[src/rtl/k12a_pkg.sv]
// k12a_pkg: shared state encoding, access-state predicate and wait-width default.
//   state_t          3-bit control-path state
//   is_access_state  true for the states that drive a memory/IO access
package k12a_pkg;
   localparam int WAIT_W_DEFAULT = 3;
   typedef logic [2:0] state_t;
   localparam state_t STATE_FETCH1  = 3'd0;
   localparam state_t STATE_FETCH2  = 3'd1;
   localparam state_t STATE_DATA    = 3'd2;
   localparam state_t STATE_EXECUTE = 3'd3;
   localparam state_t STATE_HALT    = 3'd4;
   function automatic logic is_access_state(input state_t s);
      return s == STATE_FETCH1 || s == STATE_FETCH2 || s == STATE_DATA;
   endfunction
endpackage

[src/rtl/k12a_resume_sync.sv]
// k12a_resume_sync: synchronises the asynchronous resume level and emits a one-cycle rising-edge pulse.
//   cpu_clock, reset  clock and asynchronous active-high reset
//   resume            asynchronous run/step request level
//   resume_pulse      one-cycle pulse on a synchronised rising edge
module k12a_resume_sync (
   input  logic cpu_clock,
   input  logic reset,
   input  logic resume,
   output logic resume_pulse
);
   logic sync1, sync2, prev;
   // Reset to ones so a resume held high through reset yields no pulse.
   always_ff @(posedge cpu_clock or posedge reset)
      if (reset) {sync1, sync2, prev} <= 3'b111;
      else {sync1, sync2, prev} <= {resume, sync1, sync2};
   assign resume_pulse = sync2 & ~prev;
endmodule

[src/rtl/k12a_sequencer.sv]
// k12a_sequencer: next-state, wait-state and halt/resume logic for the K12A control path.
//   cpu_clock, reset   clock and asynchronous active-high reset
//   state/state_next   current state in, next state out (to the external state register)
//   mem_ready          device ready; inst_is_mem / inst_is_halt from decode
//   resume             asynchronous run/step request
//   wait_cycles        extra cycles per access (only with K12A_WAIT_STATES_EN)
//   mem_access, inst_hi_load, inst_lo_load, halted  decoded outputs
// Build option: K12A_WAIT_STATES_EN adds the wait_cycles port and wait counter.
module k12a_sequencer
   import k12a_pkg::*;
#(
   parameter int WAIT_W = WAIT_W_DEFAULT
) (
   input  logic              cpu_clock,
   input  logic              reset,
   input  state_t            state,
   input  logic              mem_ready,
   input  logic              inst_is_mem,
   input  logic              inst_is_halt,
   input  logic              resume,
`ifdef K12A_WAIT_STATES_EN
   input  logic [WAIT_W-1:0] wait_cycles,
`endif
   output state_t            state_next,
   output logic              mem_access,
   output logic              inst_hi_load,
   output logic              inst_lo_load,
   output logic              halted
);
   logic [WAIT_W-1:0] wait_cnt;
   logic access_done, resume_pulse;
   state_t next_raw;
   k12a_resume_sync u_resume_sync (
      .cpu_clock(cpu_clock),
      .reset(reset),
      .resume(resume),
      .resume_pulse(resume_pulse)
   );
   assign mem_access  = is_access_state(state);
   assign access_done = mem_access & mem_ready & (wait_cnt == '0);
   assign next_raw =
      state == STATE_FETCH1  ? (access_done ? STATE_FETCH2 : STATE_FETCH1) :
      state == STATE_FETCH2  ? (access_done ? (inst_is_mem ? STATE_DATA : STATE_EXECUTE) : STATE_FETCH2) :
      state == STATE_DATA    ? (access_done ? STATE_FETCH1 : STATE_DATA) :
      state == STATE_EXECUTE ? (inst_is_halt ? STATE_HALT : STATE_FETCH1) :
      state == STATE_HALT    ? (resume_pulse ? STATE_FETCH1 : STATE_HALT) :
      STATE_FETCH1;
   assign state_next   = reset ? STATE_FETCH1 : next_raw;
   assign inst_hi_load = (state == STATE_FETCH1) & access_done & ~reset;
   assign inst_lo_load = (state == STATE_FETCH2) & access_done & ~reset;
   assign halted       = state == STATE_HALT;
`ifdef K12A_WAIT_STATES_EN
   // Reload on entry to an access and after each completed access; the count
   // free-runs down to zero regardless of mem_ready.
   always_ff @(posedge cpu_clock or posedge reset)
      if (reset) wait_cnt <= '1;
      else if (is_access_state(next_raw) && (next_raw != state || access_done)) wait_cnt <= wait_cycles;
      else if (wait_cnt != '0) wait_cnt <= wait_cnt - WAIT_W'(1);
`else
   assign wait_cnt = '0;
`endif
endmodule

[config.mk]
export PLATFORM = sky130hd
export DESIGN_NAME = k12a_sequencer
export DESIGN_NICKNAME = d
export VERILOG_FILES = /design/src/rtl/k12a_pkg.sv /design/src/rtl/k12a_resume_sync.sv /design/src/rtl/k12a_sequencer.sv
export SDC_FILE = /design/constraint.sdc
export NUM_CORES = 1
export LEC_CHECK = 0
export CAP_MARGIN = 30
export CORE_AREA = 2 2 39 41
export DETAILED_ROUTE_END_ITERATION = 8
export DIE_AREA = 0 0 41 43
export MAX_ROUTING_LAYER = met4
export PLACE_DENSITY_LB_ADDON = 0.05
export SLEW_MARGIN = 20
export SYNTH_ARGS = -nofsm -noshare
export SYNTH_HDL_FRONTEND = slang
export SYNTH_SLANG_ARGS = --single-unit
[constraint.sdc]
create_clock -name cpu_clock -period 1.04 [get_ports cpu_clock]
set_clock_uncertainty 0.05 [all_clocks]
set_input_delay 0.208 -clock cpu_clock [delete_from_list [all_inputs] [get_ports cpu_clock]]
set_output_delay 0.208 -clock cpu_clock [all_outputs]
set_load 0.01 [all_outputs]
== Word-level counts from Yosys, hierarchy flattened ==
Index checks and enable logic that the tools add are counted.

* Logic and storage cells: 30
* Register bits after elaboration: 3
* Output and inout port bits: 7

* Bitwise logic cells: 8
* Multiplexer cells: 12
* Equal/unequal tests: 4
* Reduce and logical (&&, ||, !) cells: 3

{| class="wikitable"
|+ Operator list
! cell !! number
|-
| $mux W3 || 8
|-
| $and A1 B1 Y1 || 6
|-
| $eq A3 B2 Y1 const B || 2
|-
| $mux W2 || 2
|-
| $eq A3 B1 Y1 const B || 1
|-
| $eq A3 B3 Y1 const B || 1
|-
| $logic_not A3 Y1 || 1
|-
| $logic_or A1 B1 Y1 || 2
|-
| $mux W1 || 2
|-
| $not A1 Y1 || 2
|}

== Longest topological paths before layout ==
Gate-level depths: netlist of the first run.

* Word-level depth: 9
* Mapped depth: 3
* Depth with buffers taken out: 2

== Cells and area by module ==
From an unflattened synthesis of the first run, not the netlist that was laid out.

* Cells, all modules: 19
* Area total of the unflattened synthesis: 205.2 µm²

{| class="wikitable"
|+ Modules (own cells, without submodules)
! module !! instances !! seq. area each (µm²) !! area each (µm²) !! cells an instance
|-
| k12a_sequencer || 1 || 0.0 || 108.9 || 14
|-
| k12a_resume_sync || 1 || 78.8 || 96.3 || 5
|}

== Worst setup path after synthesis of the first run ==
No wires, ideal clock.

* Path type: input to output
* Start: input state[0]
* End: output state_next[1]
* Path buffers: 1
* Data arrival time: 952 ps
* Slack: -170 ps
* Required time: 782 ps
* Stages: 3
* Path through: buf_6 or3b_1 a211oi_2

* Cells in the longest elaborated chain, start to end: 9

{| class="wikitable"
|+ RTL lines
! element !! RTL line !! source
|-
| start: declaration || k12a_sequencer.sv:16 || <nowiki>input state_t state,</nowiki>
|-
| $eq A3 B1 Y1 or $logic_not A3 Y1 (tied branches) || k12a_pkg.sv:13, k12a_sequencer.sv:43, k12a_sequencer.sv:42 ||
|-
| $logic_or A1 B1 Y1 (2 in series) || k12a_pkg.sv:13 || <nowiki>return s == STATE_FETCH1 || s == STATE_FETCH2 || s == STATE_DATA;</nowiki>
|-
| $and A1 B1 Y1 || k12a_sequencer.sv:40 || <nowiki>assign access_done = mem_access & mem_ready & (wait_cnt == '0);</nowiki>
|-
| $mux W2 || k12a_sequencer.sv:44 || <nowiki>state == STATE_DATA ? (access_done ? STATE_FETCH1 : STATE_DATA) :</nowiki>
|-
| $mux W3 || k12a_sequencer.sv:44 ||
|-
| $mux W3 || k12a_sequencer.sv:43 || <nowiki>state == STATE_FETCH2 ? (access_done ? (inst_is_mem ? STATE_DATA : STATE_EXECUTE) : STATE_FETCH2) :</nowiki>
|-
| $mux W3 (*) || k12a_sequencer.sv:42 || <nowiki>state == STATE_FETCH1 ? (access_done ? STATE_FETCH2 : STATE_FETCH1) :</nowiki>
|-
| $mux W3 (*) || k12a_sequencer.sv:48 || <nowiki>assign state_next = reset ? STATE_FETCH1 : next_raw;</nowiki>
|-
| end: declaration || k12a_sequencer.sv:24 || <nowiki>output state_t state_next,</nowiki>
|}

Mark *: on every way between the ends. The rest lies on a longest branch, timed or not.

== Final worst setup path of the first run ==
* Start: register u_resume_sync.sync2
* End: output state_next[2]

* Cells in the longest elaborated chain, start to end: 8

{| class="wikitable"
|+ RTL lines
! element !! RTL line !! source
|-
| start: declaration || k12a_resume_sync.sv:11 || <nowiki>logic sync1, sync2, prev;</nowiki>
|-
| start signal: assignment || k12a_resume_sync.sv:15 || <nowiki>else {sync1, sync2, prev} <= {resume, sync1, sync2};</nowiki>
|-
| $and A1 B1 Y1 || k12a_resume_sync.sv:16 || <nowiki>assign resume_pulse = sync2 & ~prev;</nowiki>
|-
| $mux W3 (2 in series) || k12a_sequencer.sv:46 || <nowiki>state == STATE_HALT ? (resume_pulse ? STATE_FETCH1 : STATE_HALT) :</nowiki>
|-
| $mux W3 || k12a_sequencer.sv:45 || <nowiki>state == STATE_EXECUTE ? (inst_is_halt ? STATE_HALT : STATE_FETCH1) :</nowiki>
|-
| $mux W3 || k12a_sequencer.sv:44 ||
|-
| $mux W3 || k12a_sequencer.sv:43 ||
|-
| $mux W3 || k12a_sequencer.sv:42 ||
|-
| $mux W3 || k12a_sequencer.sv:48 ||
|}

Every way passes these cells.

==> summary.md, run 1 <==
| Metric | Value |
|---|---|
| Status | finished with violations |
| Failing checks | negative setup slack |
| Yosys top cell by area | dfstp_2 |
| Vias/cell | 3.92 |
| DR pass1 iterations | 3 |
| RSZ-0062 raised after global routing | yes |
| Port-buffer cells | 15 |
| # DRC | 0 |
| Synth top cells by count | 3 x dfstp_2, 2 x inv_1, 2 x nor2_1 |
| Antenna cell count | 0 |
| PD cells | 951 nW/µm² |
| All-layer global routing usage | 9.39% |
| Most numerous cell in the Yosys netlist | dfstp_2 |
| CP delay by family, top | flip-flops |
| Post-Synth Simple-Gate Area | 39.8% |
| DR WL/cell | 9.50 µm |
| Worst skew pair latency | 0.23 ns |
| Comb pwr share | 26.8% |
| Final Hold Viols | 0 |
| Largest net degree at the start of global routing | 9 |
| Fraction of the mapped netlist area in adder cells | 0% |
| Max Slew Vio Count | 0 |
| Reg power frac | 28.7% |
| Vias | 251 |
| Post-synth top area share | 38.0% |
| Dpl cells | 58 |
| Core area | 1380 µm² |
| Sw power | 105 µW |
| Vias in the first global route | 260 |
| Clock power frac | 44.5% |
| GPL Wtd Cong | 0.625 |
| Layout cells sized above 1 | 72.9% |
| Final setup TNS | -1.22 ns |
| Crit path max-delay cell type | dfstp_2 |
| Inserted Clock Buffers | 3 |
| CP Cell Sequence | nand2b_1 > a32o_2 > buf_6 |
| Crit Path Category | reg -> out |
| Initial antenna violation count | 0 |
| Rel. slew slack | 86.9% |
| Sw Share | 23.1% |
| Synth Cell Area | 208 µm² |
| # setup viols final | 6 |
| Seq/Total Area, Yosys | 38.0% |
| Placed cell areas | 437 µm² |
| Root Buffer | clkbuf_4 |
| CTS HTree Levels | 1 |
| Hold Crit Class | in -> async |
| Synthesis-stage register bit count | 3 |
| Unique cell type count in the Yosys netlist | 17 |
| Post-synth EDFFs | 0 |
| Final WL | 608 µm |
| Clock Tree Buf Depth | 2 |
| Die W | 41 µm |
| Post-Synth XOR/XNOR Area | 0% |
| Arrival time worst endpoint | 1.16 ns |
| FMAX | 705 MHz |
| Ports | 16 |
| Worst Tran Pin Value | 0.196 ns |
| Pleak | 0.000228 µW |
| Final Cell Area | 475 µm² |
| Critical Path Start Type | flop |
| Syn nets | 30 |
| Initial core utilization | 15.0% |
| Cell Rows | 14 |
| Worst EP required | 0.78 ns |
| Hpwl dp | 471 µm |
| Fin worst setup slack | -0.379 ns |
| Synthesis-to-layout area growth | 129% |
| Nets | 58 |
| Final core occ | 34.4% |
| Largest family of logic cells by synthesized area | simple AND/OR/NAND/NOR gates |
| Top post-synthesis cells by area | dfstp_2 38%, a211oi_2 6.0%, nor3b_2 6.0% |
| Post-synth ARST share | 100% |
| Final Instance Count excl. Fillers | 64 |
| CTS sink cnt | 3 |
| Max-cap viol count | 0 |
| Tcrit/Tclk final | 136% |
| Post-layout min period | 1.42 ns |
| TritonCTS clock tree | yes |
| Crit path largest cell delay | 0.52 ns |
| Iter 0 DRT Violations | 1 |
| Detail Route Antenna Nets | 0 |
| Fraction of the mapped netlist area in compound gates | 13.3% |
| Buffering stage count on the worst path with inverters included | 1 |
| First-pass GRT wire length | 993 µm |
| Max Fanout on Critical Path | 2 |
| Die area | 1760 µm² |
| Post-Syn Instances | 21 |
| Worst VDD drop | 0.519 mV |
| Gr ovfl total | 0 |
| Post-synthesis mux area share | 0% |
| Clock-pin slew on the worst setup and hold paths | 0.04 ns |
| Int Power | 348 µW |
| Syn avg cell area | 9.89 µm² |
| R2r setup slk | 0.32 ns |
| Synth Warn # | 0 |
| Total power | 452 µW |
| Ys flop type | dfstp_2 |
| Worst setup EP type | output port |
| Die H | 43 µm |
-- flip-flops by register name, summed over array words and instances (netlist names) --
name                 count
u_resume_sync.prev       1
u_resume_sync.sync1      1
u_resume_sync.sync2      1
-- logic make-up after synthesis --
family,Yosys count
AND/OR/NAND/NOR,12
buffers and inverters,3
AO/OA/AOI/OAI,3
flip-flops,3
-- per-layer routing --
metal / global-route usage (%) / vias to the layer above / part of all wire, %
met5: - / - / 0
met4: 10.0 / 0 / 0
met3: 3.14 / 0 / 2.3
met2: 13.1 / 7 / 58
met1: 9.09 / 116 / 39
li1: - / 128 / -
-- metrics by stage --
stage / setup WS [ns] / hold slack [ns]
after detailed placement: -1.07 / 0.302
after global routing: -0.443 / 0.190
after CTS: -0.397 / 0.171
final: -0.379 / 0.183
after floorplan: -0.170 / 0.107
after global placement: -1.05 / 0.301
-- worst paths after layout --
path / cells past startpoint / start / endpoint
min reg2reg: 0 / u_resume_sync.sync1 / u_resume_sync.sync2
max: 3 / u_resume_sync.sync2 / state_next[2]
min: 4 / reset / u_resume_sync.sync2
max reg2reg: 1 / u_resume_sync.sync2 / u_resume_sync.prev
min in group cpu_clock: 0 / u_resume_sync.sync1 / u_resume_sync.sync2
max in group asynchronous: 4 / reset / u_resume_sync.prev
-- cells in the final DEF (no fill, tap or decap), drive strengths merged --
| cell type | Yosys | routed |
|---|---|---|
| nand3b | 1 | 1 |
| nand2b | 1 | 1 |
| a211oi | 1 | 1 |
| a32o | 1 | 1 |
| or3 | 1 | 1 |
| inv | 2 | 2 |
| a21oi | 1 | 1 |
| or3b | 1 | 1 |
| and3 | 1 | 1 |
| nand2 | 1 | 1 |
| buf | 1 | 21 |
| clkbuf | 0 | 4 |
| dlygate4sd2 | 0 | 1 |
| nor3b | 2 | 2 |
| nor3 | 1 | 1 |
| dfstp | 3 | 3 |
| nor2 | 2 | 2 |
| clkdlybuf4s50 | 0 | 2 |
| and4b | 1 | 1 |
-- timing repair --
item	4_1_cts	5_1_grt
pin swaps	7	2
resized for setup	59	2
setup endpoints to repair	7	6
buffers inserted	2	0
hold buffers	0	0
-- cell type report --
type	instances	area [µm²]
Sequential cell	3	78.8
Tap cell	16	20.0
Clock buffer	4	26.3
Inverter	2	7.51
Timing Repair Buffer	24	204
Multi-Input combinational cell	15	139
Fill cell	144	908
-- power by group through the flow --
stage	combinational, µW	sequential (µW)	clock, µW
CTS	120	130	218
finish	121	130	201
floorplan	39.8	130	0
global route	131	131	231
global placement	114	131	0
detailed placement	115	131	0
Note: power is estimated with default switching activity, not from simulation.
==> inputs of run 2 (changes only) <==
Settings changed: CAP_MARGIN 30 to 15.
==> results of run 2 <==
Final layout, timing and power as in run 1 (identical DEF).
==> inputs of run 3 (changes only) <==
Settings changed: CORE_AREA 2 2 39 41 to 3 3 40 42, DIE_AREA 0 0 41 43 to 0 0 43 45.
==> summary.md, run 3 (same netlist as run 1, synthesis figures left out) <==
| Metric | Value |
|---|---|
| Status | finished with violations |
| Failing checks | negative setup slack |
| CTS HTree Levels | 1 |
| Crit path max-delay cell type | dfstp_2 |
| Inserted Clock Buffers | 3 |
| Crit Path Category | reg -> out |
| Nets | 58 |
| Pleak | 0.000234 µW |
| PD cells | 932 nW/µm² |
| Initial core utilization | 16.2% |
| Commonest non-fill, non-tap cells in the layout | 7 x buf_6, 6 x buf_2, 6 x buf_4, 3 x clkbuf_4, 3 x dfstp_2 |
| Buffering stage count on the worst path with inverters included | 1 |
| Max Slew Vio Count | 0 |
| Detail Route Antenna Nets | 0 |
| DR pass1 iterations | 3 |
| Die area | 1940 µm² |
| Worst EP required | 0.78 ns |
| Synthesis-to-layout area growth | 136% |
| Gr ovfl total | 0 |
| Clock Tree Buf Depth | 2 |
| # setup viols final | 6 |
| First-pass GRT wire length | 1260 µm |
| RSZ-0062 raised after global routing | yes |
| Cell Rows | 13 |
| Critical Path Start Type | flop |
| Layout cells sized above 1 | 72.9% |
| CTS Hold Buffers Added | 0 |
| Die W | 43 µm |
| # fillers | 137 |
| Hpwl dp | 513 µm |
| Root Buffer | clkbuf_4 |
| Crit path largest cell delay | 0.52 ns |
| Rel. slew slack | 87.0% |
| # DRC | 0 |
| Max Fanout on Critical Path | 2 |
| Final Hold Viols | 0 |
| Antenna cell count | 0 |
| Final core occ | 38.1% |
| Ports | 16 |
| Post-layout min period | 1.42 ns |
| TritonCTS clock tree | yes |
| DR WL/cell | 10.4 µm |
| Total power | 456 µW |
| FMAX | 705 MHz |
| Most common cell after layout, fill and taps aside | buf_6 |
| Vias/cell | 4.03 |
| Fin worst setup slack | -0.378 ns |
| Die H | 45 µm |
| Final WL | 656 µm |
| GPL Wtd Cong | 0.630 |
| Iter 0 DRT Violations | 2 |
| Port-buffer cells | 15 |
| Largest net degree at the start of global routing | 9 |
| Arrival time worst endpoint | 1.16 ns |
| All-layer global routing usage | 9.01% |
| Core area | 1280 µm² |
| Worst skew pair latency | 0.23 ns |
| Worst VDD drop | 0.550 mV |
| CTS sink cnt | 3 |
| Worst Tran Pin Value | 0.195 ns |
| CP Cell Sequence | nand2b_1 > a32o_2 > buf_6 |
| Clock-pin slew on the worst setup and hold paths | 0.04 ns |
| Vias | 254 |
| Tcrit/Tclk final | 136% |
| CP delay by family, top | flip-flops |
| Initial antenna violation count | 0 |
| Hold Crit Class | in -> async |
| Max-cap viol count | 0 |
| Worst setup EP type | output port |
| Vias in the first global route | 286 |
## run 3: cell counts in the layout (fill, tap and decap cells not counted)
Identical to the previous run, type by type.
## run 3: timing repair
item,4_1_cts,5_1_grt
buffers inserted,2,0
pin swaps,7,2
resized for setup,61,3
endpoints found under the setup margin,7,6
hold endpoints to repair,0,0
cloned,0,0
## run 3: final cells by class
| cell class | instances | area, µm² | area share [%] |
|---|---|---|---|
| Inverter | 2 | 7.51 | 1.53 |
| Sequential cell | 3 | 78.8 | 16.1 |
| Tap cell | 15 | 18.8 | 3.84 |
| Multi-Input combinational cell | 15 | 145 | 29.7 |
| Timing Repair Buffer | 24 | 213 | 43.5 |
| Clock buffer | 4 | 26.3 | 5.37 |
## run 3: where the power goes
part	switching, µW	total, µW	leakage [µW]	internal (µW)
Clock	54.0	197	0.0000150	143
Combinational	47.7	129	0.000188	81.1
Sequential	1.84	130	0.0000315	128
## run 3: final timing paths
| kind | endpoint | slack [ns] | cells past startpoint | startpoint |
|---|---|---|---|---|
| setup reg to reg | u_resume_sync.prev | 0.32 | 1 | u_resume_sync.sync2 |
| hold reg to reg | u_resume_sync.sync2 | 0.30 | 0 | u_resume_sync.sync1 |
| min in group cpu_clock | u_resume_sync.sync2 | 0.30 | 0 | u_resume_sync.sync1 |
| setup / recovery | state_next[2] | -0.38 | 3 | u_resume_sync.sync2 |
| max in group asynchronous | u_resume_sync.sync1 | 0.72 | 4 | reset |
| hold / removal | u_resume_sync.sync2 | 0.20 | 4 | reset |
## run 3: stage by stage
stage | instance area (µm²) | instances | setup TNS, ns | worst slack (ns) | hold slack [ns]
global route | 489 | 63 | -1.51 | -0.431 | 0.216
global placement | 435 | 57 | -6.68 | -1.08 | 0.300
finish | 489 | 63 | -1.26 | -0.378 | 0.201
floorplan | 225 | 21 | -0.402 | -0.170 | 0.107
CTS | 479 | 63 | -1.35 | -0.393 | 0.194
detailed placement | 435 | 57 | -6.72 | -1.11 | 0.304
## run 3: per-layer routing
metal	up-vias	wire [µm]	GRT usage, %
met5	-	0	-
li1	129	-	-
met4	0	0	7.23
met2	8	345	14.7
met1	117	262	9.18
met3	0	49	2.39
